==> config.mk <==
export PLATFORM = sky130hd
export DESIGN_NAME = lsu_mem_ctrl
export DESIGN_NICKNAME = d
export VERILOG_FILES = /design/src/rtl/lsu_mem_ctrl.sv
export SDC_FILE = /design/constraint.sdc
export NUM_CORES = 1
export LEC_CHECK = 0
export BUFFER_PORTS_ARGS = -buffer_cell sky130_fd_sc_hd__buf_2
export CORE_AREA = 8 8 98 100
export DETAILED_ROUTE_END_ITERATION = 7
export DIE_AREA = 0 0 106 108
export PLACE_DENSITY = 0.95
export SLEW_MARGIN = 20
export SYNTH_ARGS = -nofsm -noshare
export SYNTH_HDL_FRONTEND = slang
export SYNTH_SLANG_ARGS = --single-unit
==> constraint.sdc <==
create_clock -name clk -period 4.1 [get_ports clk]
set_input_delay 0.615 -clock clk [delete_from_list [all_inputs] [get_ports clk]]
set_output_delay 0.615 -clock clk [all_outputs]
set_load 0.03 [all_outputs]
==> src/rtl/lsu_mem_ctrl.sv <==
// lsu_mem_ctrl: single-outstanding load/store initiator with alignment, range and funct3 checks
module lsu_mem_ctrl #(
  parameter int MEM_DEPTH = 10,
  parameter int XLEN      = 32
) (
  input  logic            clk,
  input  logic            rst_n,
  input  logic            req_valid,
  output logic            req_ready,
  input  logic            req_we,
  input  logic [2:0]      req_funct3,
  input  logic [XLEN-1:0] req_addr,
  input  logic [XLEN-1:0] req_wdata,
  input  logic            flush,
  output logic            rsp_valid,
  output logic [XLEN-1:0] rsp_rdata,
  output logic            exc_valid,
  output logic [3:0]      exc_cause,
  output logic [XLEN-1:0] exc_tval,
  output logic [XLEN-1:0] mem_adr,
  output logic [1:0]      mem_op,
  output logic            mem_we,
  output logic [XLEN-1:0] mem_wdin,
  input  logic [XLEN-1:0] mem_rdo
);
  localparam logic [1:0] W_B = 2'd0, W_H = 2'd1, W_W = 2'd2;
  typedef enum logic [1:0] {IDLE, ISSUE, RESP, EXC} state_t;
  state_t          state, state_n;
  logic [XLEN-1:0] addr_q, wdata_q, load_data;
  logic [2:0]      f3_q;
  logic            we_q, accept, mis, oob, bad_f3;
  logic [3:0]      cause_q, cause_d;
  logic [1:0]      sz;
  assign sz        = req_funct3[1:0];
  assign mis       = (sz == 2'd1 & req_addr[0]) | (sz == 2'd2 & req_addr[1:0] != 2'b00);
  assign oob       = |req_addr[XLEN-1:MEM_DEPTH];
  assign bad_f3    = req_we ? (req_funct3 >= 3'd3) : (sz == 2'd3 | req_funct3[2:1] == 2'b11);
  assign cause_d   = mis ? (req_we ? 4'd6 : 4'd4) : (oob | bad_f3) ? (req_we ? 4'd7 : 4'd5) : 4'd0;
  assign req_ready = (state == IDLE) & ~flush;
  assign accept    = req_valid & req_ready;
  assign mem_adr   = addr_q;
  assign mem_wdin  = wdata_q;
  assign mem_op    = f3_q[1:0] == 2'd0 ? W_B : f3_q[1:0] == 2'd1 ? W_H : W_W;
  assign exc_cause = cause_q;
  assign exc_tval  = addr_q;
  // memory already returns the addressed byte/halfword in the low lanes
  assign load_data = f3_q == 3'd0 ? {{(XLEN-8){mem_rdo[7]}}, mem_rdo[7:0]} :
                     f3_q == 3'd4 ? {{(XLEN-8){1'b0}}, mem_rdo[7:0]} :
                     f3_q == 3'd1 ? {{(XLEN-16){mem_rdo[15]}}, mem_rdo[15:0]} :
                     f3_q == 3'd5 ? {{(XLEN-16){1'b0}}, mem_rdo[15:0]} : mem_rdo;
  always_ff @(posedge clk or negedge rst_n) begin
    if (!rst_n) state <= IDLE;
    else state <= state_n;
  end
  always_ff @(posedge clk or negedge rst_n) begin
    if (!rst_n) begin
      addr_q  <= '0;
      wdata_q <= '0;
      f3_q    <= '0;
      we_q    <= 1'b0;
      cause_q <= '0;
    end else if (accept) begin
      addr_q  <= req_addr;
      wdata_q <= req_wdata;
      f3_q    <= req_funct3;
      we_q    <= req_we;
      cause_q <= cause_d;
    end
  end
  always_comb begin
    state_n   = state;
    rsp_valid = 1'b0;
    rsp_rdata = '0;
    exc_valid = 1'b0;
    mem_we    = 1'b0;
    case (state)
      IDLE:  state_n = accept ? (|cause_d ? EXC : ISSUE) : IDLE;
      ISSUE: begin
        mem_we  = we_q & ~flush;
        state_n = flush ? IDLE : RESP;
      end
      RESP: begin
        rsp_valid = ~flush;
        rsp_rdata = we_q ? '0 : load_data;
        state_n   = IDLE;
      end
      EXC: begin
        exc_valid = ~flush;
        state_n   = IDLE;
      end
      default: state_n = IDLE;
    endcase
  end
endmodule

## Word level (Yosys, flattened, before mapping)

Cells that the tools add are included.

- Add/sub/neg operators: 0
- $mul: 0
- Divide/modulo/power cells: 0
- Order comparisons: 1
- Eq/ne operators: 11
- Shifts and indexed selects: 0
- Mux-type cells: 20
- Bitwise logic cells: 9
- Reductions and logical operators: 7

Operators by type and width:

| kind | number |
|---|---|
| two-way mux 32 bit | 6 |
| OR reduction 22 bit | 1 |
| two-way mux 2 bit | 7 |
| equality test 2 bit (second input constant) | 5 |
| equality test 2 x 1 -> 1 bit (second input constant) | 3 |
| equality test 3 bit (second input constant) | 2 |
| two-way mux 3 bit | 2 |
| one-hot mux 2 bit (3 select lines) | 1 |
| bitwise AND 1 bit | 5 |
| zero test 2 bit | 2 |
| two-way mux 1 bit | 4 |
| OR reduction 4 bit | 1 |
| equality test 3 x 1 -> 1 bit (second input constant) | 1 |
| greater-or-equal comparator 3 x 2 -> 1 bit (second input constant) | 1 |
| zero test 3 bit | 1 |
| bitwise OR 1 bit | 3 |
| nonzero test 2 bit | 1 |
| OR reduction 2 bit | 1 |
| inverter 1 bit | 1 |

- Register bits: 74
- Bits in latches: 0
- Bits in writable memories: 0
- Memory bits (read-only): 0
- Input bits: 104
- Output and inout port bits: 138
- Logic and storage cells: 54
- Memories: 0

## Logic depth before layout (Yosys ltp)

- Word-level depth: 10
- Mapped depth: 6
- Mapped depth without buffers: 5

## Worst setup path after synthesis

OpenSTA, ideal clock, no wires.

- Path type: register -> output
- From: register f3_q[0]
- To: output rsp_rdata[11]
- Data arrival time: 1.502 ns
- Data required time: 3.485 ns
- Path slack: 1.983 ns
- Stages on the path, launching flop included: 6
- Path buffers: 1
- Cells stage by stage: dfrtp_1 or2_1 buf_6 nor2_1 nand2_1 a21oi_1

- Cells in the longest elaborated chain, start to end: 6
- Elaborated cells on any way between the ends: 8
- Those cells by class: 2 x eq/ne; 5 x mux; 1 x reduce/logical

Ends and longest elaborated chain:

| item | RTL line | text |
|---|---|---|
| from (decl) | 30 | `logic [2:0] f3_q;` |
| from (signal assigned) | 65 | `f3_q <= req_funct3;` |
| equality test 3 x 1 -> 1 bit | 49 | `f3_q == 3'd1 ? {{(XLEN-16){mem_rdo[15]}}, mem_rdo[15:0]} :` |
| two-way mux 32 bit | 49 |  |
| two-way mux 32 bit | 48 | `f3_q == 3'd4 ? {{(XLEN-8){1'b0}}, mem_rdo[7:0]} :` |
| two-way mux 32 bit * | 47 | `assign load_data = f3_q == 3'd0 ? {{(XLEN-8){mem_rdo[7]}}, mem_rdo[7:0]} :` |
| two-way mux 32 bit * | 84 | `rsp_rdata = we_q ? '0 : load_data;` |
| two-way mux 32 bit * | 76 | `case (state)` |
| to (decl) | 16 | `output logic [XLEN-1:0] rsp_rdata,` |

Mark *: on every way between the ends. The rest lies on a longest branch, timed or not.

## Worst setup path after layout

- From: register f3_q[1]
- To: output rsp_rdata[31]

- Cells in the longest elaborated chain, start to end: 7
- Elaborated cells on any way between the ends: 10
- Those cells by class: 3 x eq/ne; 6 x mux; 1 x reduce/logical

Ends and longest elaborated chain:

| item | RTL line | text |
|---|---|---|
| equality test 3 bit | 50 | `f3_q == 3'd5 ? {{(XLEN-16){1'b0}}, mem_rdo[15:0]} : mem_rdo;` |
| two-way mux 32 bit | 50 |  |
| two-way mux 32 bit | 49 |  |
| two-way mux 32 bit | 48 |  |
| two-way mux 32 bit * | 47 |  |
| two-way mux 32 bit * | 84 |  |
| two-way mux 32 bit * | 76 |  |

Marked as above.

==> results summary <==
The run finished with clean final reports. The floorplan step defined a core boundary enclosing between 8000 and 9000 µm². During placement, the flow inserted port buffers numbering 240. The required time at the worst-slack endpoint is approximately 3.5 ns.

On the critical path, the stage with the largest delay is an instance of o31ai_4. The total global routing track utilization came out at a little under a fifth. The H-tree depth reported by CTS came out at 3. The worst clock skew on the final layout came out at around 0.012 ns.

The number of global-route vias before repair is 3586. The later pin in the worst-skew pair is clocked with a latency of roughly 0.33 ns. The number of nets in the synthesized netlist is between 500 and 600. The number of hold violations in the final report is 0. Counting flops and latches in the post-synthesis netlist gives 73.

Summed over all layers, the global routing overflow is 0. The clock passes through at most 2 buffers. The number of buffers created by CTS came out at 9. The number of cell rows came out at 33. Once the clock tree was built, the setup fixing pass inserted 0 buffers.

The number of setup violations in the final report came out at 0. The sequential share of the synthesized area came out at roughly half. The clock period minus worst slack is between 3 and 4 ns. The clock sink total is 73. The congestion estimate from routability-driven global placement came to around 1.1. Of all cell types, the one taking the most synthesized area is dfrtp_1. The cell sitting at the root of the clock tree is a clkbuf_8. The critical path crosses 4 cells after its start point.

For this run, the number of standard cells in the final layout without fillers is between 700 and 800. The power density of the placed cells came out at 574 nW/µm². The initial antenna violation count is 0. The worst endpoint data arrival time came out at 2.39 ns. The worst setup path is launched from a flip-flop. The overall via count from detail_route is 3514.

STA classifies the critical path endpoint as a primary output. In this run, post-CTS repair resized a total of 0 instances. The hold buffer count at CTS is 0.

The portion of synthesized cell area occupied by the leading cell type is between 50% and 60%. In this run the mean area of a mapped cell was approximately 8 µm². The utilization of the core after routing came out at 59.0%. The routed length on met1 is approximately 4200 µm. The post-detailed-route wirelength per cell came out at ~15 µm. VDD sags by at most roughly 0.34 mV. The delay of the slowest critical-path stage came out at 0.73 ns. The final setup TNS is 0 ns. The largest fanout of any net on the critical path is 21.

The count of warnings emitted by yosys came out at 0. The chip height is ~110 µm. The count of unique library cells instantiated by Yosys is 34. The tool flagged a number of max-cap violations equal to 0.

The clock-pin slew of the registers on the worst-case setup and hold paths came out at about 0.080 ns. Setup repair after global routing left no endpoint under its margin. The CTS tree is built. The x dimension of the die is 106 µm. Detailed placement finished with a half-perimeter wire length of between 8000 and 9000 µm. The mapped cell area is 3530 µm².

The count of inserted antenna diode cells is 0. The worst reg-to-reg path cell count came out at 5. The maximum number of pins on one net before global-route repair came out at 74.

Timing would allow up to 332 MHz. The final-stage net count is approximately 730. The worst min-delay path class is in -> async. The cell class contributing the biggest share of worst-path delay is compound AO/OA/AOI/OAI gates. The number of max-slew violations in the final report came out at 0. The static leakage power is approximately 2.8 nW.

In the routed design, unresolved DRC markers number 0. The fraction of the cycle the final worst path needs is between 70% and 80%. The number of instances in the placed design is approximately 720. The detailed router used layers up to and including met4. The number of primary I/O pins is 242. The post-synthesis instance total came out at 428. Measured against its own limit, the worst slew margin works out to approximately two fifths. The die covers 11400 µm². The total wire length after detailed routing is ~11000 µm. The ratio of routed vias to standard cells is 4.77. The met3 layer wire length in the routed design is a little under 1000 µm. The initial cell density of the core came out at 43.8%. Walking the worst path, the cells encountered are or2_1 > o31ai_4 > a21oi_1 > buf_2. Wire segments on met2 add up to 5850 µm in the final route. The sum of buffers and inverters on the critical path is 1. The layout-stage area growth over the synthesis result came out at 34.7%. The kind of critical path is reg -> out. The worst hold slack after final layout is 0.412 ns. The first-pass iteration count of the detailed router came out at 4. The fraction of layout instances using a drive strength above 1 came out at ~43%. The post-detailed-route count of antenna-violating nets came out at 0.

The wire length of the first global-routing pass is 17500 µm. The transition time at the pin with the least slew margin came out at 0.929 ns. The iteration-0 DRC count of the detailed router came out at 160. Ranked by total cell area, the synthesized netlist is headed by dfrtp_1, nand2_1, buf_4.
## metal layers
metal  global-route usage, %  up-vias
li1                        -     1699
met1                    20.0     1628
met2                    33.9      166
met3                    6.07       21
met4                    6.93        0
met5                       0        -
## sequential cells by signal, indices dropped and copies added, names as in the netlist
name and count:
exc_tval 32, mem_wdin 32, exc_cause 3, f3_q 3
state 2, we_q 1
## layout by cell type, fill, tap and decap left out, types with 3 or more instances in the layout
master,synthesis,final
o21ai_1,4,4
dfrtp_1,73,73
buf_4,41,3
nor4_1,5,5
buf_2,3,239
bufinv_16,0,3
a21oi_2,9,9
and2_1,8,8
nor2_1,6,6
o21ai_0,3,3
a21oi_1,16,16
clkbuf_8,0,11
nand2_1,230,230
## worst paths after layout
path	from	to	slack, ns
max	f3_q[1]	rsp_rdata[31]	1.09
max in group asynchronous	rst_n	exc_tval[25]	3.09
min reg2reg	exc_cause[0]	exc_cause[0]	0.47
min in group clk	req_wdata[18]	mem_wdin[18]	0.47
max reg2reg	state[0]	exc_cause[1]	2.18
min	rst_n	mem_wdin[29]	0.41
## cells by family (layout without fill, tap and decap cells)
group | after synthesis | after routing | synth area share, %
AOI/OAI and AO/OA | 35 | 35 | 6.53
buffers and inverters | 56 | 259 | 10.9
DFF | 73 | 73 | 51.8
muxes | 1 | 1 | 0.319
other | 1 | 1 | 0.106
and+or+nand+nor | 262 | 262 | 30.3
## where the power goes
part	internal (mW)	switching [mW]	leakage, nW
Combinational	0.282	0.776	1.81
Sequential	0.864	0.106	0.904
Clock	0.437	0.261	0.126
## metrics by stage
step	cell area, µm²	power, mW	worst slack, ns
after detailed placement	4500	2.05	1.45
final	4750	2.73	1.09
after CTS	4750	2.76	1.08
after global placement	4500	2.02	1.57
after floorplan	3530	1.78	1.98
after global routing	4750	2.88	0.890
## synth_stat cells
cell,n
a211oi_1,1
a21oi_1,16
a21oi_2,9
and2_1,8
and3_1,1
and3b_1,1
buf_1,1
buf_2,3
buf_4,41
buf_6,2
clkbuf_1,7
clkinv_2,1
conb_1,1
dfrtp_1,73
inv_1,1
mux2_2,1
nand2_1,230
nand2_2,1
nand3_1,1
nand3b_1,1
nand4_1,1
nor2_1,6
nor2_2,1
nor3_1,1
nor3_2,1
nor3b_1,1
nor3b_4,1
nor4_1,5
o21ai_0,3
o21ai_1,4
o31ai_1,1
o31ai_4,1
or2_1,1
or3b_1,1
## final cells by class
cell class	instances	area [µm²]
fill	734	3300
sequential	73	1830
multi-input combinational	299	1320
timing repair buffer	242	1220
clock buffer	11	151
tap	105	131
clock inverter	4	98.8
inverter	2	8.76
Power figures use the tool's default switching activity.
